===== src/rtl/wb_arbiter_pkg.sv =====
`default_nettype none
// ============================================================================
// Module   : wb_arbiter_pkg
// Brief    : Shared bus widths and sizing helpers for the Wishbone arbiter.
// Revision : 1.0 - initial release
// ============================================================================
package wb_arbiter_pkg;

    localparam int WB_ADR_WIDTH = 32;
    localparam int WB_DAT_WIDTH = 32;
    localparam int WB_SEL_WIDTH = 4;

    // Width of a master index; never narrower than one bit.
    function automatic int ptr_width(input int n);
        return (n > 1) ? $clog2(n) : 1;
    endfunction

    // Watchdog counter width; a disabled watchdog still needs a legal vector.
    function automatic int wd_width(input int t);
        return (t > 0) ? $clog2(t + 1) : 1;
    endfunction

endpackage
`default_nettype wire


===== src/rtl/wb_rr_picker.sv =====
`default_nettype none
// ============================================================================
// Module   : wb_rr_picker
// Brief    : Combinational round-robin priority encoder (first request at or
//            after the pointer, wrapping).
// Revision : 1.0 - initial release
// ============================================================================
module wb_rr_picker
    import wb_arbiter_pkg::*;
#(
    parameter int WIDTH = 2,
    parameter int PTR_W = ptr_width(WIDTH)
) (
    input  logic [WIDTH-1:0] i_req,
    input  logic [PTR_W-1:0] i_ptr,
    output logic [WIDTH-1:0] o_gnt,
    output logic             o_valid
);

    logic [WIDTH-1:0] w_mask;
    logic [WIDTH-1:0] w_hi;

    always_comb begin
        w_mask = '0;
        for (int i = 0; i < WIDTH; i++) begin
            w_mask[i] = (i >= int'(i_ptr));
        end
    end

    // Lowest set bit among requests at/above the pointer, else wrap to the lowest overall.
    assign w_hi    = i_req & w_mask;
    assign o_gnt   = (|w_hi) ? (w_hi & (~w_hi + WIDTH'(1)))
                             : (i_req & (~i_req + WIDTH'(1)));
    assign o_valid = |i_req;

endmodule
`default_nettype wire


===== src/rtl/wb_arbiter.sv =====
`default_nettype none
// ============================================================================
// Module   : wb_arbiter
// Brief    : Round-robin Wishbone arbiter with cycle-long bus lock and a
//            watchdog that errors out unanswered strobes.
// Revision : 1.0 - initial release
// ============================================================================
module wb_arbiter
    import wb_arbiter_pkg::*;
#(
    parameter int MASTERS_NUM = 2,
    parameter int TIMEOUT     = 255,
    parameter int ADR_WIDTH   = WB_ADR_WIDTH,
    parameter int DAT_WIDTH   = WB_DAT_WIDTH,
    parameter int SEL_WIDTH   = WB_SEL_WIDTH
) (
    input  logic                             clk_i,
    input  logic                             rst_i,
    input  logic [MASTERS_NUM-1:0]           m_cyc_i,
    input  logic [MASTERS_NUM-1:0]           m_stb_i,
    input  logic [MASTERS_NUM-1:0]           m_we_i,
    input  logic [MASTERS_NUM*ADR_WIDTH-1:0] m_adr_i,
    input  logic [MASTERS_NUM*DAT_WIDTH-1:0] m_dat_i,
    input  logic [MASTERS_NUM*SEL_WIDTH-1:0] m_sel_i,
    output logic [MASTERS_NUM-1:0]           m_ack_o,
    output logic [MASTERS_NUM-1:0]           m_err_o,
    output logic [DAT_WIDTH-1:0]             m_dat_o,
    output logic                             s_cyc_o,
    output logic                             s_stb_o,
    output logic                             s_we_o,
    output logic [ADR_WIDTH-1:0]             s_adr_o,
    output logic [DAT_WIDTH-1:0]             s_dat_o,
    output logic [SEL_WIDTH-1:0]             s_sel_o,
    input  logic                             s_ack_i,
    input  logic                             s_err_i,
    input  logic [DAT_WIDTH-1:0]             s_dat_i,
    output logic [MASTERS_NUM-1:0]           gnt_o
);

    localparam int         PTR_W   = ptr_width(MASTERS_NUM);
    localparam int         WD_W    = wd_width(TIMEOUT);
    localparam logic [0:0] ST_IDLE = 1'b0;
    localparam logic [0:0] ST_BUSY = 1'b1;

    logic [0:0]             r_state;
    logic [0:0]             w_state_nxt;
    logic [MASTERS_NUM-1:0] r_gnt;
    logic [MASTERS_NUM-1:0] w_gnt_nxt;
    logic [MASTERS_NUM-1:0] w_pick_gnt;
    logic [PTR_W-1:0]       r_ptr;
    logic [PTR_W-1:0]       w_ptr_nxt;
    logic [PTR_W-1:0]       w_gnt_idx;
    logic                   w_pick_vld;
    logic                   w_own_cyc;
    logic                   w_wd_err;

    wb_rr_picker #(
        .WIDTH (MASTERS_NUM),
        .PTR_W (PTR_W)
    ) u_picker (
        .i_req   (m_cyc_i),
        .i_ptr   (r_ptr),
        .o_gnt   (w_pick_gnt),
        .o_valid (w_pick_vld)
    );

    assign w_own_cyc = |(m_cyc_i & r_gnt);

    always_comb begin
        w_gnt_idx = '0;
        for (int i = 0; i < MASTERS_NUM; i++) begin
            if (r_gnt[i]) w_gnt_idx = PTR_W'(i);
        end
    end

    always_ff @(posedge clk_i) begin
        if (!rst_i) begin
            r_state <= ST_IDLE;
            r_gnt   <= '0;
            r_ptr   <= '0;
        end else begin
            r_state <= w_state_nxt;
            r_gnt   <= w_gnt_nxt;
            r_ptr   <= w_ptr_nxt;
        end
    end

    always_comb begin
        w_state_nxt = r_state;
        w_gnt_nxt   = r_gnt;
        w_ptr_nxt   = r_ptr;
        case (r_state)
            ST_IDLE: begin
                if (w_pick_vld) begin
                    w_state_nxt = ST_BUSY;
                    w_gnt_nxt   = w_pick_gnt;
                end
            end
            ST_BUSY: begin
                // The owner dropping cyc ends the lock; priority moves past it.
                if (!w_own_cyc) begin
                    w_state_nxt = ST_IDLE;
                    w_gnt_nxt   = '0;
                    w_ptr_nxt   = (w_gnt_idx == PTR_W'(MASTERS_NUM - 1)) ? '0
                                                                         : w_gnt_idx + PTR_W'(1);
                end
            end
            default: w_state_nxt = ST_IDLE;
        endcase
    end

    // r_gnt is all-zero in IDLE, so the AND-OR mux also zeroes the slave side there.
    always_comb begin
        s_adr_o = '0;
        s_dat_o = '0;
        s_sel_o = '0;
        s_we_o  = 1'b0;
        for (int i = 0; i < MASTERS_NUM; i++) begin
            if (r_gnt[i]) begin
                s_adr_o = m_adr_i[i*ADR_WIDTH +: ADR_WIDTH];
                s_dat_o = m_dat_i[i*DAT_WIDTH +: DAT_WIDTH];
                s_sel_o = m_sel_i[i*SEL_WIDTH +: SEL_WIDTH];
                s_we_o  = m_we_i[i];
            end
        end
        s_cyc_o = w_own_cyc;
        s_stb_o = |(m_cyc_i & m_stb_i & r_gnt);
        m_ack_o = r_gnt & {MASTERS_NUM{s_ack_i & s_stb_o}};
        m_err_o = r_gnt & {MASTERS_NUM{(s_err_i | w_wd_err) & s_stb_o}};
        m_dat_o = s_dat_i;
        gnt_o   = r_gnt;
    end

    generate
        if (TIMEOUT > 0) begin : g_wd
            logic [WD_W-1:0] r_wd_cnt;
            logic            w_wd_hit;

            assign w_wd_hit = (r_wd_cnt == WD_W'(TIMEOUT));
            // A coinciding ack wins over the timeout.
            assign w_wd_err = w_wd_hit & ~s_ack_i;

            always_ff @(posedge clk_i) begin
                if (!rst_i) begin
                    r_wd_cnt <= '0;
                end else if ((r_state == ST_BUSY) && s_stb_o && !s_ack_i && !s_err_i && !w_wd_hit) begin
                    r_wd_cnt <= r_wd_cnt + WD_W'(1);
                end else begin
                    r_wd_cnt <= '0;
                end
            end
        end else begin : g_no_wd
            assign w_wd_err = 1'b0;
        end
    endgenerate

endmodule
`default_nettype wire


===== config.mk =====
export PLATFORM = sky130hd
export DESIGN_NAME = wb_arbiter
export DESIGN_NICKNAME = d
export VERILOG_FILES = /design/src/rtl/wb_arbiter_pkg.sv /design/src/rtl/wb_rr_picker.sv /design/src/rtl/wb_arbiter.sv
export SDC_FILE = /design/constraint.sdc
export NUM_CORES = 1
export LEC_CHECK = 0
export ABC_AREA = 0
export BUFFER_PORTS_ARGS = -buffer_cell sky130_fd_sc_hd__buf_2
export CAP_MARGIN = 15
export CORE_AREA = 5 5 109 111
export DETAILED_ROUTE_END_ITERATION = 8
export DIE_AREA = 0 0 114 116
export PLACE_DENSITY = 0.59
export REMOVE_ABC_BUFFERS = 1
export SYNTH_ARGS = -nofsm -noshare
export SYNTH_HDL_FRONTEND = slang
export SYNTH_HIERARCHICAL = 1
export SYNTH_SLANG_ARGS = --single-unit

===== constraint.sdc =====
create_clock -name clk_i -period 2.7 [get_ports clk_i]
set_clock_uncertainty 0.05 [all_clocks]
set_input_delay 0.675 -clock clk_i [delete_from_list [all_inputs] [get_ports clk_i]]
set_output_delay 0.675 -clock clk_i [all_outputs]
set_load 0.05 [all_outputs]

* Word level (Yosys, flattened, before mapping) *
Cells that the tools add are included.

word-level totals
  flip-flop bits (word level) = 12
  input port bits = 178
  output and inout port bits = 109
  logic and storage cells = 60

operators by class
  add/sub/neg operators = 4
  magnitude comparators = 1
  equality and inequality tests = 3
  muxes and demuxes = 17
  bitwise gates (word level) = 17
  reductions and logical operators = 14

operator list
  operator               number
  $mux W32               4
  $and A2 B2 Y2          8
  $add A8 B1 Y8 const B  1
  $eq A8 B8 Y1 const B   1
  $mux W4                2
  $reduce_or A2 Y1       4
  $mux W1                6
  $mux W2                3
  $reduce_and A2 Y1      3
  $add A2 B1 Y2 const B  2
  $logic_and A1 B1 Y1    4
  $not A2 Y2             2
  $pmux W2 S2            1
  $and A1 B1 Y1          3
  $logic_not A1 Y1       3
  $not A1 Y1             3
  $ne A2 B1 Y1 const B   1
  $ne A2 B2 Y1 const B   1
  $pmux W1 S2            1
  $add A1 B1 Y1 const B  1
  $ge A1 B1 Y1 const A   1
  $or A1 B1 Y1           1

* Longest topological paths before layout *
Gate-level depths: netlist of run 1.

  depth in word-level cells = 8
  depth in mapped cells = 5
  gate-level depth less buffers = 4

* Modules after synthesis *
Netlist of run 1, hierarchy kept.

by module, submodules not included
  module        times used  cells an instance  area each (um2)  sequential area each (um2)
  wb_arbiter    1           184                1496.4           240.2
  wb_rr_picker  1           4                  25.0             0.0

* Worst setup path after synthesis of run 1 *
Ideal clock, no wire load.

  path type = reg2out
  start point = reg r_gnt[0] (netlist: gnt_o[0])
  end point = out m_ack_o[0]
  arrival = 1745 ps
  required time = 1975 ps
  setup slack = 230 ps
  stages on the path, launching flop included = 4
  buffers on the path = 0
  cells stage by stage = dfxtp_1 -> and3_1 -> or2_2 -> and3_1

on the way
  cells in the longest elaborated chain, start to end = 4

ends and longest elaborated chain
  item                      line               source
  start: declaration        wb_arbiter.sv:47   logic [MASTERS_NUM-1:0] r_gnt;
  start signal: assignment  wb_arbiter.sv:83   r_gnt <= w_gnt_nxt;
  $and A2 B2 Y2             wb_arbiter.sv:127  s_stb_o = |(m_cyc_i & m_stb_i & r_gnt);
  $reduce_or A2 Y1          wb_arbiter.sv:127
  via s_stb_o               wb_arbiter.sv:29   output logic s_stb_o,
  $and A1 B1 Y1             wb_arbiter.sv:128  m_ack_o = r_gnt & {MASTERS_NUM{s_ack_i & s_stb_o}};
  $and A2 B2 Y2             wb_arbiter.sv:128
  end: declaration          wb_arbiter.sv:25   output logic [MASTERS_NUM-1:0] m_ack_o,

The timed path passes the listed nets, and every way through them passes these cells.

* Final worst setup path of run 1 *
  start point = reg g_wd.r_wd_cnt[0]
  end point = out m_err_o[0]

on the way
  cells in the longest elaborated chain, start to end = 5

ends and longest elaborated chain
  item                      line               source
  start: declaration        wb_arbiter.sv:136  logic [WD_W-1:0] r_wd_cnt;
  start signal: assignment  wb_arbiter.sv:147  r_wd_cnt <= r_wd_cnt + WD_W'(1);
  $eq A8 B8 Y1              wb_arbiter.sv:139  assign w_wd_hit = (r_wd_cnt == WD_W'(TIMEOUT));
  $and A1 B1 Y1             wb_arbiter.sv:141  assign w_wd_err = w_wd_hit & ~s_ack_i;
  $or A1 B1 Y1              wb_arbiter.sv:129  m_err_o = r_gnt & {MASTERS_NUM{(s_err_i | w_wd_err) & s_stb_o}};
  $and A1 B1 Y1             wb_arbiter.sv:129
  $and A2 B2 Y2             wb_arbiter.sv:129
  end: declaration          wb_arbiter.sv:26   output logic [MASTERS_NUM-1:0] m_err_o,

No other way between the ends.

==> flow_summary_export.csv, run 1 <==
group,metric,value,unit
run_status,status,"completed",
synthesis,ys_warn_count,6,
clock_network,cts_resized,0,
global_route,antenna_found_initial,0,
floorplan,start_util,0.142,
clock_network,htree_levels,1,
global_route,grt_first_pass_wirelength,18.8,mm
detailed_routing,drt-total-wl,15.1,mm
timing,finalSetupTns,0,ps
global_route,grt_pass1_vias,2288,
cells_and_area,fin_cells,508,
setup_path,cp.arrival,1820,ps
synthesis,ys_async_sr_fraction,0,
clock_network,cts_root_buffer,"clkbuf_8",
cells_and_area,nNetsFinal,549,
setup_path,end_kind,"output port",
detailed_routing,vias,2332,
global_route,overflow,0,
clock_network,postCtsHoldBufs,0,
setup_path,worstPathRequired,1980,ps
setup_path,setup.worst_path.start_class,"flip-flop",
timing,fmax,0.394,GHz
timing,fin_crit_sh,0.941,
clock_network,cts_inserted_buffers,3,
placement,gp_congestion,0.976,
clock_network,clk-insertion-delay-late,240,ps
clock_network,cts_tree,"built",
timing,tightest_slew,428,ps
cells_and_area,final_util,0.241,
detailed_routing,postRouteAntennaNets,0,
synthesis,synth_top_area_frac,0.403,
placement,placed_cells,505,
synthesis,synth_area,1520,sq um
synthesis,synth-main-ff-cell,"dfxtp_1",
placement,port_buffers,222,
synthesis,synthTopCellsByArea,"a22o_1, buf_4, dfxtp_1",
global_route,track_usage,0.211,
setup_path,cp_max_fo,6,
timing,period_minus_slack,2540,ps
floorplan,die_x,114,um
synthesis,synth_edf_count,0,
detailed_routing,drc_errors,0,
floorplan,die_area,13200,sq um
synthesis,yosysTopAreaCell,"a22o_1",
cells_and_area,syn2layout_area_growth,69.2,%
global_route,met1_usage,0.161,
timing,drv_slew,0,
clock_network,cts_buffer_depth,2,
hold_path,hold_class,"flip-flop to flip-flop",
placement,post-dp-hpwl,13.6,mm
detailed_routing,vias_per_cell,4.59,
flow_run,cap_violations,0,
timing,setup_viol,0,
clock_network,cts_sinks,12,
detailed_routing,drt_first_pass_iters,4,
cells_and_area,final_common_cell,"buf_2",
global_route,top_usage_layer,"met2",
timing,finalHoldViolations,0,
setup_path,critPathKind,"flip-flop to output port",
synthesis,synth-seq-cells,12,
power,peakVddDrop,0.000169,V
floorplan,fp-row-count,38,
global_route,grtUsageMet2,0.339,
floorplan,ios,287,
synthesis,syn_inst,188,
synthesis,synth.avg_cell_area,8.09,sq um
cells_and_area,layout_common_cells,"buf_2, a22o_1, dfxtp_1, nand2_1",
global_route,use_met3,0.240,
synthesis,yosysSeqAreaShare,0.158,
timing,relSlewSlack,0.715,
synthesis,synth.distinct_cells,29,
cells_and_area,insertedDiodeCount,0,
global_route,grt_max_degree,70,
detailed_routing,drtIter0Drc,115,
power,power_density,375,nW/um^2
detailed_routing,wl_per_cell,29.6,um
clock_network,clk_pin_slew,50,ps
clock_network,post-cts-setup-buffer-count,0,
floorplan,die_h,116,um
power,p_leak,1.49,nW
cells_and_area,drive_gt1_frac,0.636,
floorplan,core,10700,sq um
timing,rsz0062_at_grt,"no",
[cell usage after synthesis, drive strengths merged (3+ instances only)]
cell    instances
a22o           70
buf            45
dfxtp          12
nand2           7
and3            6
nor2            6
clkbuf          4
a21boi          3
a21oi           3
inv             3
nand3           3
nor3b           3
o21ai           3
or3             3
[area by class of cell]
type | count | area (sq um)
Sequential cell | 12 | 241
Fill cell | 1209 | 8120
Timing Repair Buffer | 226 | 1150
Clock buffer | 3 | 41.3
Tap cell | 140 | 175
Inverter | 3 | 11.3
Multi-Input combinational cell | 124 | 951
[routing by layer]
layer | up-vias | share of wire
li1 | 1059 | -
met1 | 1036 | 0.26
met2 | 218 | 0.45
met3 | 19 | 0.25
met4 | 0 | 0.041
met5 | - | 0
[power breakdown]
group / leakage, nW / switching, W / internal (W)
registers: 0.0979 / 0.00000512 / 0.000183
clock network: 0.0216 / 0.0000602 / 0.0000978
logic: 1.37 / 0.000432 / 0.000188
total: 1.49 / 0.000497 / 0.000468
[logic make-up (layout without fill, tap and decap cells)]
| family | after synthesis | in the layout | share of synthesized area |
|---|---|---|---|
| buffers and inverters | 52 | 232 | 0.222 |
| AO/OA/AOI/OAI | 85 | 85 | 0.474 |
| flip-flops | 12 | 12 | 0.158 |
| adder cells (fa/ha/maj) | 1 | 1 | 0.00822 |
| XOR/XNOR | 3 | 3 | 0.0173 |
| AND/OR/NAND/NOR | 35 | 35 | 0.121 |
[critical path: stages (launching register included)]
cell and delay (ps):
dfxtp_1 380, ha_1 200, nand3_1 210, o31ai_1 330, and3_1 200, buf_2 260
[final timing paths]
check / slack [ps] / start / to / cells past startpoint
max reg2reg: 1240 / g_wd.r_wd_cnt[0] / g_wd.r_wd_cnt[6] / 4
min reg2reg: 460 / g_wd.r_wd_cnt[6] / g_wd.r_wd_cnt[6] / 2
max: 160 / g_wd.r_wd_cnt[0] / m_err_o[0] / 5
min: 460 / g_wd.r_wd_cnt[6] / g_wd.r_wd_cnt[6] / 2
[state kept, by name, indices dropped and copies added (netlist names)]
register and count:
g_wd.r_wd_cnt 8, gnt_o 2, r_ptr 1, r_state 1
[stage by stage]
step	hold WS (ps)	power, W	worst slack (ps)	cell area, sq um
final	460	0.000965	159	2570
after floorplan	405	0.000572	-2350	1190
after global placement	417	0.000807	243	2530
after CTS	457	0.000969	166	2570
after detailed placement	446	0.000809	224	2530
after global routing	478	0.00102	14.3	2570
Note: power is estimated with default switching activity, not from simulation.
==> run 2: changes to the inputs <==
CORE_AREA = 4 4 111 113   (was 5 5 109 111)
DIE_AREA = 0 0 115 117   (was 0 0 114 116)
PLACE_DENSITY = 0.57   (was 0.59)
==> run 2 against run 1 <==
Net effect:
- worst setup slack gained 11 ps
- first-iteration DRC count fell by 42%
- combinational power is 3% lower
- non-clock buffer count is 1 lower
- final cell count rose by 0.39%
- fmax rose by 0.45%
- critical path depth decreased by 2
- sequential cell count stayed put
- via count shrank 1.4%
- clock power grew 65%
- hold slack worse by 24 ps
- global-route usage is 2.9 points lower
- critical path type unchanged
- largest power group unchanged
- highest routed layer is now met5
==> flow_summary_export.csv, run 2 (synthesis gave the netlist of run 1 again) <==
group,metric,value,unit
setup_path,crit_buf_inv,2,
timing,finalSetupTns,0,ps
power,peakVddDrop,0.000247,V
clock_network,cts_root_buffer,"clkbuf_16",
global_route,grt_first_pass_wirelength,16.7,mm
timing,rsz0062_at_grt,"no",
power,seq_power_share,0.184,
detailed_routing,wl_per_cell,25.5,um
global_route,track_usage,0.182,
power,power,0.00106,W
placement,post-dp-hpwl,11.7,mm
cells_and_area,final_common_cell,"buf_2",
cells_and_area,syn2layout_area_growth,72.0,%
setup_path,cp_max_fo,51,
timing,finalHoldViolations,0,
clock_network,post-cts-setup-buffer-count,0,
setup_path,path_delay_family,"flip-flops",
timing,drv_slew,0,
setup_path,cp.arrival,1800,ps
power,switchingPower,0.000496,W
setup_path,cp.depth,3,
setup_path,worstPathRequired,1980,ps
power,swShare,0.468,
cells_and_area,layout_common_cells,"buf_2, a22o_1, dfxtp_1, nand2_1",
setup_path,slowest_stage,"dfxtp_2",
floorplan,fp-row-count,39,
detailed_routing,vias,2300,
setup_path,critPathKind,"flip-flop to output port",
setup_path,path_cells,"buf_12 -> a22o_1 -> buf_2",
timing,fmax,0.395,GHz
placement,port_buffers,222,
global_route,overflow,0,
detailed_routing,vias_per_cell,4.51,
hold_path,hold_class,"flip-flop to flip-flop",
setup_path,rr_worst_depth,4,
power,p_comb_frac,0.570,
timing,setup_viol,0,
placement,gp_congestion,0.817,
detailed_routing,drtIter0Drc,67,
cells_and_area,insertedDiodeCount,0,
run_status,status,"completed",
clock_network,clk-insertion-delay-late,240,ps
timing,relSlewSlack,0.609,
cells_and_area,top_register,"g_wd.r_wd_cnt",
clock_network,cts_buffer_depth,2,
setup_path,rr_startpoint,"gnt_o[1]",
global_route,antenna_found_initial,1,
power,clockPowerShare,0.246,
global_route,grt_max_degree,52,
clock_network,clk_pin_slew,40,ps
cells_and_area,largest_reg_flops,8,
timing,fin_crit_sh,0.937,
detailed_routing,drc_errors,0,
setup_path,setup.worst_path.start_class,"flip-flop",
clock_network,cts_sinks,12,
global_route,grt_pass1_vias,2353,
power,p_leak,1.50,nW
floorplan,ios,287,
setup_path,end_kind,"output port",
timing,period_minus_slack,2530,ps
clock_network,htree_levels,1,
detailed_routing,drt_first_pass_iters,6,
power,internal_power,0.000563,W
clock_network,cts_inserted_buffers,3,
floorplan,die_area,13500,sq um
setup_path,slowest_delay,690,ps
clock_network,cts_resized,0,
power,power_density,405,nW/um^2
detailed_routing,postRouteAntennaNets,0,
timing,tightest_slew,587,ps
setup_path,r2r_end,"gnt_o[1]",
cells_and_area,nNetsFinal,548,
clock_network,postCtsHoldBufs,0,
floorplan,core,11300,sq um
setup_path,crit_path_end,"s_cyc_o",
flow_run,cap_violations,0,
floorplan,start_util,0.134,
floorplan,die_h,117,um
detailed_routing,drt-total-wl,13.0,mm
clock_network,cts_tree,"built",
setup_path,rrSetupSlack,990,ps
floorplan,die_x,115,um
setup_path,cp-startpoint,"gnt_o[1]",
cells_and_area,drive_gt1_frac,0.635,
-- run 2: power by group through the flow --
stage                     Combinational (W)  Clock, W  Sequential, W
final                              0.000603  0.000261       0.000195
after global routing               0.000641  0.000276       0.000197
after CTS                          0.000609  0.000272       0.000195
after detailed placement           0.000607         0       0.000198
after global placement             0.000602         0       0.000198
after floorplan                    0.000365         0       0.000207
-- run 2: per-stage QoR --
| stage | area [sq um] | hold slack (ps) | util | cells | setup slack [ps] |
|---|---|---|---|---|---|
| floorplan | 1190 | 405 | - | 139 | -2350 |
| global placement | 2540 | 424 | 0.224 | 507 | 247 |
| global route | 2620 | 476 | 0.231 | 510 | 16.4 |
| CTS | 2620 | 438 | 0.231 | 510 | 132 |
| finish | 2620 | 435 | 0.231 | 510 | 170 |
| detailed placement | 2540 | 432 | 0.224 | 507 | 223 |
-- run 2: cell type report --
cell class,instances,area (sq um)
flip-flops and latches,12,241
repair buffers,225,1160
well taps,143,179
fillers,1279,8700
inverters,3,11.3
clock buffers,3,75.1
multi-input cells,124,951
-- run 2: layer usage --
metal	up-vias	GRT usage	part of all wire
li1	1056	-	-
met1	1031	0.173	0.32
met2	188	0.277	0.41
met3	23	0.151	0.21
met4	2	0.0908	0.053
met5	-	0.0407	0.0049
-- run 2: worst min path at each step --
stage | from | to | slack (ps) | depth (start not counted)
final | g_wd.r_wd_cnt[0] | g_wd.r_wd_cnt[0] | 440 | 1
after global routing | g_wd.r_wd_cnt[0] | g_wd.r_wd_cnt[0] | 480 | 1
after CTS | g_wd.r_wd_cnt[0] | g_wd.r_wd_cnt[0] | 440 | 1
after detailed placement | g_wd.r_wd_cnt[0] | g_wd.r_wd_cnt[0] | 430 | 1
after global placement | g_wd.r_wd_cnt[0] | g_wd.r_wd_cnt[0] | 420 | 1
after floorplan | g_wd.r_wd_cnt[0] | g_wd.r_wd_cnt[0] | 410 | 1
-- run 2: worst register-to-register path: stages, from the launching register on --
cell     delay [ps]
dfxtp_2         690
buf_12          300
a22o_1          280
a21oi_1         120
o22ai_1         180
